===== src/rtl/adder_multicycle_pkg.sv =====
// adder_multicycle_pkg: FSM state encoding and counter sizing helper for the multi-cycle adder
package adder_multicycle_pkg;
    typedef enum logic [1:0] {
        IDLE = 2'd0,
        CALC = 2'd1,
        DONE = 2'd2
    } state_e;
    function automatic int cnt_width(input int steps);
        int w;
        w = 1;
        while ((1 << w) < steps) w++;
        return w;
    endfunction
endpackage


===== src/rtl/adder_multicycle_chunk.sv =====
// adder_chunk: combinational ripple-carry adder built from full-adder cells
//   a_i, b_i : chunk operands
//   cin_i    : carry in
//   sum_o    : chunk sum
//   cout_o   : carry out of the chunk MSB
module adder_chunk #(
    parameter int p_nbits = 8
) (
    input  logic [p_nbits-1:0] a_i,
    input  logic [p_nbits-1:0] b_i,
    input  logic               cin_i,
    output logic [p_nbits-1:0] sum_o,
    output logic               cout_o
);
    logic [p_nbits:0] c;
    assign c[0] = cin_i;
    for (genvar i = 0; i < p_nbits; i++) begin : g_fa
        assign sum_o[i] = a_i[i] ^ b_i[i] ^ c[i];
        assign c[i+1]   = (a_i[i] & b_i[i]) | (c[i] & (a_i[i] ^ b_i[i]));
    end
    assign cout_o = c[p_nbits];
endmodule


===== src/rtl/adder_multicycle.sv =====
// adder_multicycle: val/rdy multi-cycle adder, p_nbits_per_step bits per cycle
//   clk, reset        : clock, synchronous active-high reset
//   in_val/in_rdy     : operand handshake, in_a/in_b latched on acceptance
//   in_sub            : only with ADDER_MULTICYCLE_SUB_EN; computes A + ~B + 1
//   out_val/out_rdy   : result handshake
//   out_sum/out_cout  : (A+B) mod 2^p_nbits and carry out of the MSB
// One shared chunk adder is walked across the operands; the carry between
// chunks lives in carry_q. out_val is registered one cycle after DONE entry.
module adder_multicycle
    import adder_multicycle_pkg::*;
#(
    parameter int p_nbits          = 32,
    parameter int p_nbits_per_step = 8
) (
    input  logic               clk,
    input  logic               reset,
    input  logic               in_val,
    output logic               in_rdy,
    input  logic [p_nbits-1:0] in_a,
    input  logic [p_nbits-1:0] in_b,
`ifdef ADDER_MULTICYCLE_SUB_EN
    input  logic               in_sub,
`endif
    output logic               out_val,
    input  logic               out_rdy,
    output logic [p_nbits-1:0] out_sum,
    output logic               out_cout
);
    localparam int K     = p_nbits_per_step;
    localparam int STEPS = p_nbits / K;
    localparam int CW    = cnt_width(STEPS);

    if (p_nbits % K != 0) begin : g_bad_cfg
        $error("adder_multicycle: p_nbits_per_step must divide p_nbits");
    end

    state_e             state_q;
    logic [CW-1:0]      cnt_q;
    logic [CW-1:0]      cnt_d;
    logic               carry_q;
    logic               sub_q;
    logic               sub_d;
    logic [p_nbits-1:0] a_q;
    logic [p_nbits-1:0] b_q;
    logic [p_nbits-1:0] sum_q;
    logic               cout_q;
    logic               in_rdy_q;
    logic               out_val_q;
    logic [K-1:0]       chunk_a;
    logic [K-1:0]       chunk_b;
    logic [K-1:0]       chunk_sum;
    logic               chunk_cout;

`ifdef ADDER_MULTICYCLE_SUB_EN
    assign sub_d = in_sub;
`else
    assign sub_d = 1'b0;
`endif

    assign cnt_d   = cnt_q + 1'b1;
    assign chunk_a = a_q[int'(cnt_q)*K +: K];
    // Subtraction inverts B; the +1 comes from the carry register's initial value
    assign chunk_b = b_q[int'(cnt_q)*K +: K] ^ {K{sub_q}};

    adder_chunk #(.p_nbits(K)) u_chunk (
        .a_i   (chunk_a),
        .b_i   (chunk_b),
        .cin_i (carry_q),
        .sum_o (chunk_sum),
        .cout_o(chunk_cout)
    );

    always_ff @(posedge clk) begin
        if (reset) begin
            state_q   <= IDLE;
            cnt_q     <= '0;
            carry_q   <= 1'b0;
            sub_q     <= 1'b0;
            a_q       <= '0;
            b_q       <= '0;
            sum_q     <= '0;
            cout_q    <= 1'b0;
            in_rdy_q  <= 1'b1;
            out_val_q <= 1'b0;
        end else begin
            case (state_q)
                IDLE: if (in_val && in_rdy_q) begin
                    a_q      <= in_a;
                    b_q      <= in_b;
                    sub_q    <= sub_d;
                    carry_q  <= sub_d;
                    cnt_q    <= '0;
                    in_rdy_q <= 1'b0;
                    state_q  <= CALC;
                end
                CALC: begin
                    sum_q[int'(cnt_q)*K +: K] <= chunk_sum;
                    carry_q <= chunk_cout;
                    cnt_q   <= cnt_d;
                    if (cnt_q == CW'(STEPS - 1)) begin
                        cout_q  <= chunk_cout;
                        state_q <= DONE;
                    end
                end
                DONE: if (out_val_q && out_rdy) begin
                    out_val_q <= 1'b0;
                    in_rdy_q  <= 1'b1;
                    state_q   <= IDLE;
                end else begin
                    out_val_q <= 1'b1;
                end
                default: begin
                    out_val_q <= 1'b0;
                    in_rdy_q  <= 1'b1;
                    state_q   <= IDLE;
                end
            endcase
        end
    end

    assign in_rdy   = in_rdy_q;
    assign out_val  = out_val_q;
    assign out_sum  = sum_q;
    assign out_cout = cout_q;
endmodule


===== config.mk =====
export PLATFORM = sky130hd
export DESIGN_NAME = adder_multicycle
export DESIGN_NICKNAME = d
export VERILOG_FILES = /design/src/rtl/adder_multicycle_pkg.sv /design/src/rtl/adder_multicycle_chunk.sv /design/src/rtl/adder_multicycle.sv
export SDC_FILE = /design/constraint.sdc
export NUM_CORES = 1
export LEC_CHECK = 0
export CORE_MARGIN = 2
export CORE_UTILIZATION = 54
export DETAILED_ROUTE_END_ITERATION = 10
export PLACE_DENSITY = 0.82
export SLEW_MARGIN = 40
export SYNTH_ARGS = -nofsm -noshare
export SYNTH_HDL_FRONTEND = slang
export SYNTH_HIERARCHICAL = 1
export SYNTH_SLANG_ARGS = --single-unit

===== constraint.sdc =====
create_clock -name clk -period 7 [get_ports clk]
set_input_delay 1.4 -clock clk [delete_from_list [all_inputs] [get_ports clk]]
set_output_delay 1.4 -clock clk [all_outputs]
set_load 0.05 [all_outputs]

# After elaboration in Yosys (flattened, before gate mapping)
# Cells that the tools add are included.
# Widths: inputs -> output; s select.
word_totals:
  ff_bits: 104
  inputBits: 68
  out_inout_bits: 35
  elab_cells: 85
classes:
  n_addsub: 2
  n_eq_ne: 6
  shifts: 4
  mux: 13
  bitwise_logic: 41
  n_reduce_logical: 10
ops:
  columns: ["operator", "count"]
  rows:
  - ["$shiftx 32x6->8", 2]
  - ["$neg 5->33", 1]
  - ["$shift 8x33->32 const A", 1]
  - ["$shiftx 8x33->32", 1]
  - ["$bwmux 32", 1]
  - ["$and 1x1->1", 16]
  - ["$xor 1x1->1", 16]
  - ["$mux 2", 4]
  - ["$or 1x1->1", 8]
  - ["$ne 2x2->1 const B", 3]
  - ["$pmux 2 s3", 1]
  - ["$reduce_and 2->1", 3]
  - ["$reduce_and 3->1", 2]
  - ["$eq 2x2->1 const B", 2]
  - ["$pmux 1 s2", 2]
  - ["$pmux 2 s2", 1]
  - ["$mux 1", 3]
  - ["$pmux 1 s3", 1]
  - ["$add 2x1->2 const B", 1]
  - ["$eq 2x1->1 const B", 1]
  - ["$logic_and 1x1->1", 2]
  - ["$logic_not 2->1", 1]
  - ["$reduce_bool 2->1", 1]
  - ["$reduce_or 2->1", 1]
  - ["$not 1->1", 1]

# Longest topological paths before layout
depth:
  depth_word: 19
  mapped_depth: 17
  mapped_depth_nobuf: 15

# Cells and area by module
# Netlist, hierarchy kept.
modules_own_cells:
  columns: ["mod", "n_inst", "cells_per_inst", "area_per_inst_um2", "seq_area_each_um2"]
  rows:
  - ["adder_multicycle", 1, 465, 4274.1, 2082.0]
  - ["adder_chunk", 1, 18, 197.7, 0.0]

# Worst setup path after synthesis
# No wires, ideal clock.
synth_timing:
  path_kind: "register to register"
  from: "register cnt_q[0]"
  to: "register sum_q[31], in the netlist out_sum[31]"
  setup_ns: 0.070
  arrival_time_ns: 4.565
  t_required_ns: 6.930
  path_slack_ns: 2.364
  stages_incl_launch_ff: 18
  n_path_buf: 2
  period_less_slack_ns: 4.636
  cell_sequence: "dfxtp_1 -> buf_6 -> buf_6 -> mux4_2 -> fa_1 -> inv_1 -> fa_1 -> inv_1 -> fa_1 -> fa_1 -> fa_1 -> fa_1 -> fa_1 -> inv_1 -> fa_1 -> inv_1 -> nand3_1 -> a21oi_1"
synth_between:
  elab_chain_cells: 19
  word_cells_on_any_way: 43
  classes_between: "add/sub (1); shift (4); mux (1); bitwise (37)"
synth_rtl:
  columns: ["element", "line_no", "text"]
  rows:
  - ["start: declaration", "adder_multicycle.sv:38", "logic [CW-1:0] cnt_q;"]
  - ["start signal: assignment", "adder_multicycle.sv:99", "cnt_q <= cnt_d;"]
  - ["$shiftx 32x6->8 *", "adder_multicycle.sv:61", "assign chunk_a = a_q[int'(cnt_q)*K +: K];"]
  - ["net chunk_a[0]", "adder_multicycle.sv:49", "logic [K-1:0] chunk_a;"]
  - ["$xor 1x1->1", "adder_multicycle_chunk.sv:19", "assign c[i+1] = (a_i[i] & b_i[i]) | (c[i] & (a_i[i] ^ b_i[i]));"]
  - ["$and 1x1->1", "adder_multicycle_chunk.sv:19", null]
  - ["$or 1x1->1 *", "adder_multicycle_chunk.sv:19", null]
  - ["$and 1x1->1 *", "adder_multicycle_chunk.sv:19", null]
  - ["$or 1x1->1 *", "adder_multicycle_chunk.sv:19", null]
  - ["$and 1x1->1 *", "adder_multicycle_chunk.sv:19", null]
  - ["(+5 left out)", null, null]
  - ["$and 1x1->1 *", "adder_multicycle_chunk.sv:19", null]
  - ["$or 1x1->1 *", "adder_multicycle_chunk.sv:19", null]
  - ["$and 1x1->1 *", "adder_multicycle_chunk.sv:19", null]
  - ["$or 1x1->1 *", "adder_multicycle_chunk.sv:19", null]
  - ["$xor 1x1->1 *", "adder_multicycle_chunk.sv:18", "assign sum_o[i] = a_i[i] ^ b_i[i] ^ c[i];"]
  - ["net chunk_sum[7]", "adder_multicycle.sv:51", "logic [K-1:0] chunk_sum;"]
  - ["$shiftx 8x33->32 *", "adder_multicycle.sv:97", "sum_q[int'(cnt_q)*K +: K] <= chunk_sum;"]
  - ["$bwmux 32 *", "adder_multicycle.sv:97", null]
  - ["end signal: indexed assignment", "adder_multicycle.sv:97", null]
  - ["end: declaration", "adder_multicycle.sv:45", "logic [p_nbits-1:0] sum_q;"]
# The timed path passes the listed nets; every way through them passes the cells marked *.
# A chain may end at the register's enable or synchronous reset.

# Final worst setup path
# Ends and elaborated chain as after synthesis.

==> summary.md <==
| Metric | Value |
|---|---|
| Dpl cells | `656` |
| Post-Syn Area per Cell | `9.26 µm²` |
| Setup Fix Bufs, Post-CTS | `0` |
| Synth warnings | `6` |
| DR vias | `3709` |
| Io pins | `103` |
| Core ar. | `approximately 8000 µm²` |
| Max-slew headroom | `0.537` |
| Tmin final | `4.91 ns` |
| Crit path cell chain | `mux4_2 -> fa_1 -> inv_1 -> fa_1 -> inv_1 -> fa_1 -> fa_1 -> fa_1 -> fa_1 -> fa_1 -> inv_1 -> fa_1 -> inv_1 -> nand3_1 -> a21oi_1` |
| Die width | `95 µm` |
| Inserted Diodes | `0` |
| CTS Hold Bufs | `0` |
| Synth Cell Area | `approximately 4500 µm²` |
| Adder-cell share of the synthesized area | `0.0526` |
| Vias in the first global route | `between 3k and 4k` |
| Hold wc startpoint | `out_sum[27]$_SDFFE_PP0P_` |
| Via/cell ratio | `5.52` |
| H-tree depth | `3` |
| Initial antenna violation count | `0` |
| M1 WL | `4.34 mm` |
| Top routing layer in use | `met4` |
| Met3 WL | `590 µm` |
| Fin nets | `between 600 and 700` |
| Storage cell area | `2080 µm²` |
| Die Y | `95 µm` |
| Die Area | `roughly 9000 µm²` |
| Setup TNS | `0 ns` |
| Leakage | `2.06 nW` |
| Pwr dens | `215 nW/µm²` |
| Fillers | `618` |
| Net Sw Frac | `0.270` |
| Post-synthesis mux area share | `0.0890` |
| Setup Skew | `0.0139 ns` |
| Iter 0 DRT Violations | `200` |
| Multi-input gate area | `about 2100 µm²` |
| Top delay family on crit path | `adder cells` |
| Sequential share of the synthesized area | `0.466` |
| Seq cells post-synth | `about 100` |
| Hold Path Depth | `2` |
| Least-Margin Pin Slew | `0.695 ns` |
| Int Pwr | `883 µW` |
| Psw | `327 µW` |
| Critical path arrival | `5.20 ns` |
| Layout cells sized above 1 | `0.0794` |
| CP Launch Type | `register` |
| EDFF count, synth | `0` |
| Final Max Slew Viols | `0` |
| CP Capture Type | `register` |
| Reg2reg path depth | `15` |
| RSZ-0062 raised after global routing | `false` |
| Sequential share of power | `0.530` |
| Combinational Power Share | `0.155` |
| Synth Area in Compound Gates | `0.139` |
| Sink of the worst hold path | `out_sum[27]$_SDFFE_PP0P_` |
| Dpl hpwl | `7.40 mm` |
| Port Buf Inserts | `102` |
| Final Hold Vio Count | `0` |
| Worst-path clk slew | `0.10 ns` |
| Final setup vio count | `0` |
| Root Driver | `clkbuf_8` |
| Max Cap Violations | `0` |
| FF-to-FF setup slack | `2.09 ns` |
| Yosys top cell by area | `dfxtp_1` |
| Fraction of registers with async set/reset | `0` |
| Largest net degree at the start of global routing | `65` |
| Post-Syn Instances | `483` |
| Post-Synth Simple-Gate Area | `0.194` |
| Insertion delay to the later sink of the worst-skew pair | `0.37 ns` |
| Clk buf depth | `2` |
| FP Rows | `33` |
| Area Overhead vs Synth | `26.2%` |
| Peak supply drop | `0.000113 V` |
| Residual DRC | `0` |
| Clock sink count | `104` |
| CP Buf/Inv Count | `4` |
| Yosys cell types | `38` |
| Critical path's slowest cell | `dfxtp_1` |
| Post-layout util | `0.694` |
| Period utilization | `0.701` |
| Area share of the largest cell type after synthesis | `0.466` |
| Final wirelength | `10.5 mm` |
| Most common cell on crit path | `fa_1` |
| Main synth FF type | `dfxtp_1` |
| Cell depth of the worst setup path | `15` |
| First-pass GRT wire length | `about 17 mm` |
| Maximum operating frequency | `~200 MHz` |
| PostCTS Resize Cnt | `0` |
| Worst path required time | `7.29 ns` |
| Worst r2r src | `cnt_q[0]$_SDFFE_PP0P_` |
| Cell Count, Final, Fillers Out | `672` |
| Reg2reg end | `out_sum[31]$_SDFFE_PP0P_` |
| Routed WL per cell | `15.7 µm` |
| Drt first pass iters | `4` |
| CP max FO | `10` |
| Routed wl met2 | `5.30 mm` |
| Worst Hold Class | `register to register` |
| Syn nets | `around 570` |
| GR Util All Layers | `0.244` |
| Crit Path Category | `register to register` |
| Run status | `finished clean` |
| Placer Congestion | `0.850` |
| Clock Power Share | `0.316` |
| Num CTS Buffers | `9` |
| Synth top area cells | `dfxtp_1 47%, nand2_1 12%, a21oi_1 9.4%, mux4_2 4.5%, mux4_1 4.1%` |
| Post-Synth XOR/XNOR Area | `0` |
| CTS tree | `done` |
| Max incr delay on CP | `roughly 0.66 ns` |
| Grt ovf | `0` |
| Starting Density | `0.550` |
| Main combinational cell family by area after synthesis | `simple AND/OR/NAND/NOR gates` |
| Routed Antenna Nets | `0` |
-- logic make-up after synthesis --
kind of cell             count (synthesis)
multiplexers                            17
AO/OA/AOI/OAI                          107
flip-flops                             104
AND/OR/NAND/NOR                        191
buffers and inverters                   50
adder cells (fa/ha/maj)                 14
-- layout make-up --
type                       count  share of cell area
inverter                      13             0.00865
clock buffer                  10              0.0244
sequential                   104               0.369
clock inverter                 6              0.0120
tap                          105              0.0233
multi-input combinational    329               0.378
timing repair buffer         105               0.184
-- routing by layer --
layer	GRT usage	vias up
met5	0	-
met4	0.116	0
met3	0.0471	30
met2	0.417	131
met1	0.297	1745
li1	-	1803
-- synthesized netlist by cell type, drive strengths merged (2+ instances only) --
cell type,instances
and4bb,2
buf,29
a32o,2
nand2,147
nor3b,8
nor4b,2
nand3,17
a31o,8
nand3b,3
a22o,8
inv,13
fa,8
clkbuf,8
mux4,16
nor2,3
a21oi,85
and3b,3
dfxtp,104
ha,6
-- power by group through the flow --
stage          clock [mW]  combinational [mW]  sequential [mW]
6_report            0.382               0.188            0.641
3_5_place_dp            0               0.186            0.654
2_1_floorplan           0               0.117            0.653
3_3_place_gp            0               0.181            0.653
5_1_grt             0.402               0.204            0.645
4_1_cts             0.383               0.188            0.641
-- registers in the layout, indices dropped and copies added, names as in the netlist --
register	flops
a_q	32
b_q	32
out_sum	32
cnt_q	2
state_q	2
carry_q	1
in_rdy	1
out_cout	1
out_val	1
-- per-stage QoR --
| step | hold slack, ns | setup WS, ns | instance area, µm² | total power, mW |
|---|---|---|---|---|
| 2_1_floorplan | 0.432 | 2.36 | 4470 | 0.770 |
| 3_3_place_gp | 0.440 | 2.23 | 5430 | 0.834 |
| 5_1_grt | 0.471 | 1.88 | 5640 | 1.25 |
| 4_1_cts | 0.460 | 2.01 | 5640 | 1.21 |
| 3_5_place_dp | 0.447 | 2.11 | 5440 | 0.840 |
| 6_report | 0.456 | 2.09 | 5640 | 1.21 |
-- worst min-delay path, cell delays in order (launching register included) --
cell     delay (ns)
dfxtp_1        0.32
nand2_1        0.05
a21oi_1        0.05
-- how the worst max path moves through the flow --
stage                                          end  slack (ns)                  start
after global placement    out_sum[31]$_SDFFE_PP0P_        2.23  cnt_q[1]$_SDFFE_PP0P_
after detailed placement  out_sum[31]$_SDFFE_PP0P_        2.11  cnt_q[1]$_SDFFE_PP0P_
after CTS                 out_sum[31]$_SDFFE_PP0P_        2.01  cnt_q[1]$_SDFFE_PP0P_
final                     out_sum[31]$_SDFFE_PP0P_        2.09  cnt_q[0]$_SDFFE_PP0P_
after floorplan           out_sum[31]$_SDFFE_PP0P_        2.36  cnt_q[0]$_SDFFE_PP0P_
after global routing      out_sum[31]$_SDFFE_PP0P_        1.88  cnt_q[0]$_SDFFE_PP0P_
-- layout by cell type (no fill, tap or decap), types with 2 or more instances in the layout --
cell             Yosys  final
a32o_1               2      2
fa_1                 8      8
nor2_1               3      3
ha_1                 6      6
and3b_1              3      3
nand3_1             17     17
clkdlybuf4s50_1      0    101
dfxtp_1            104    103
mux4_1               7      7
a21oi_1             84     84
a31o_2               7      7
mux4_2               9      9
nand2_1            147    147
clkinvlp_4           0      2
a22o_1               8      8
buf_4               10      3
inv_1               12     12
nor3b_1              8      8
nand3b_1             3      3
clkbuf_8             0     10
Power figures use the tool's default switching activity.
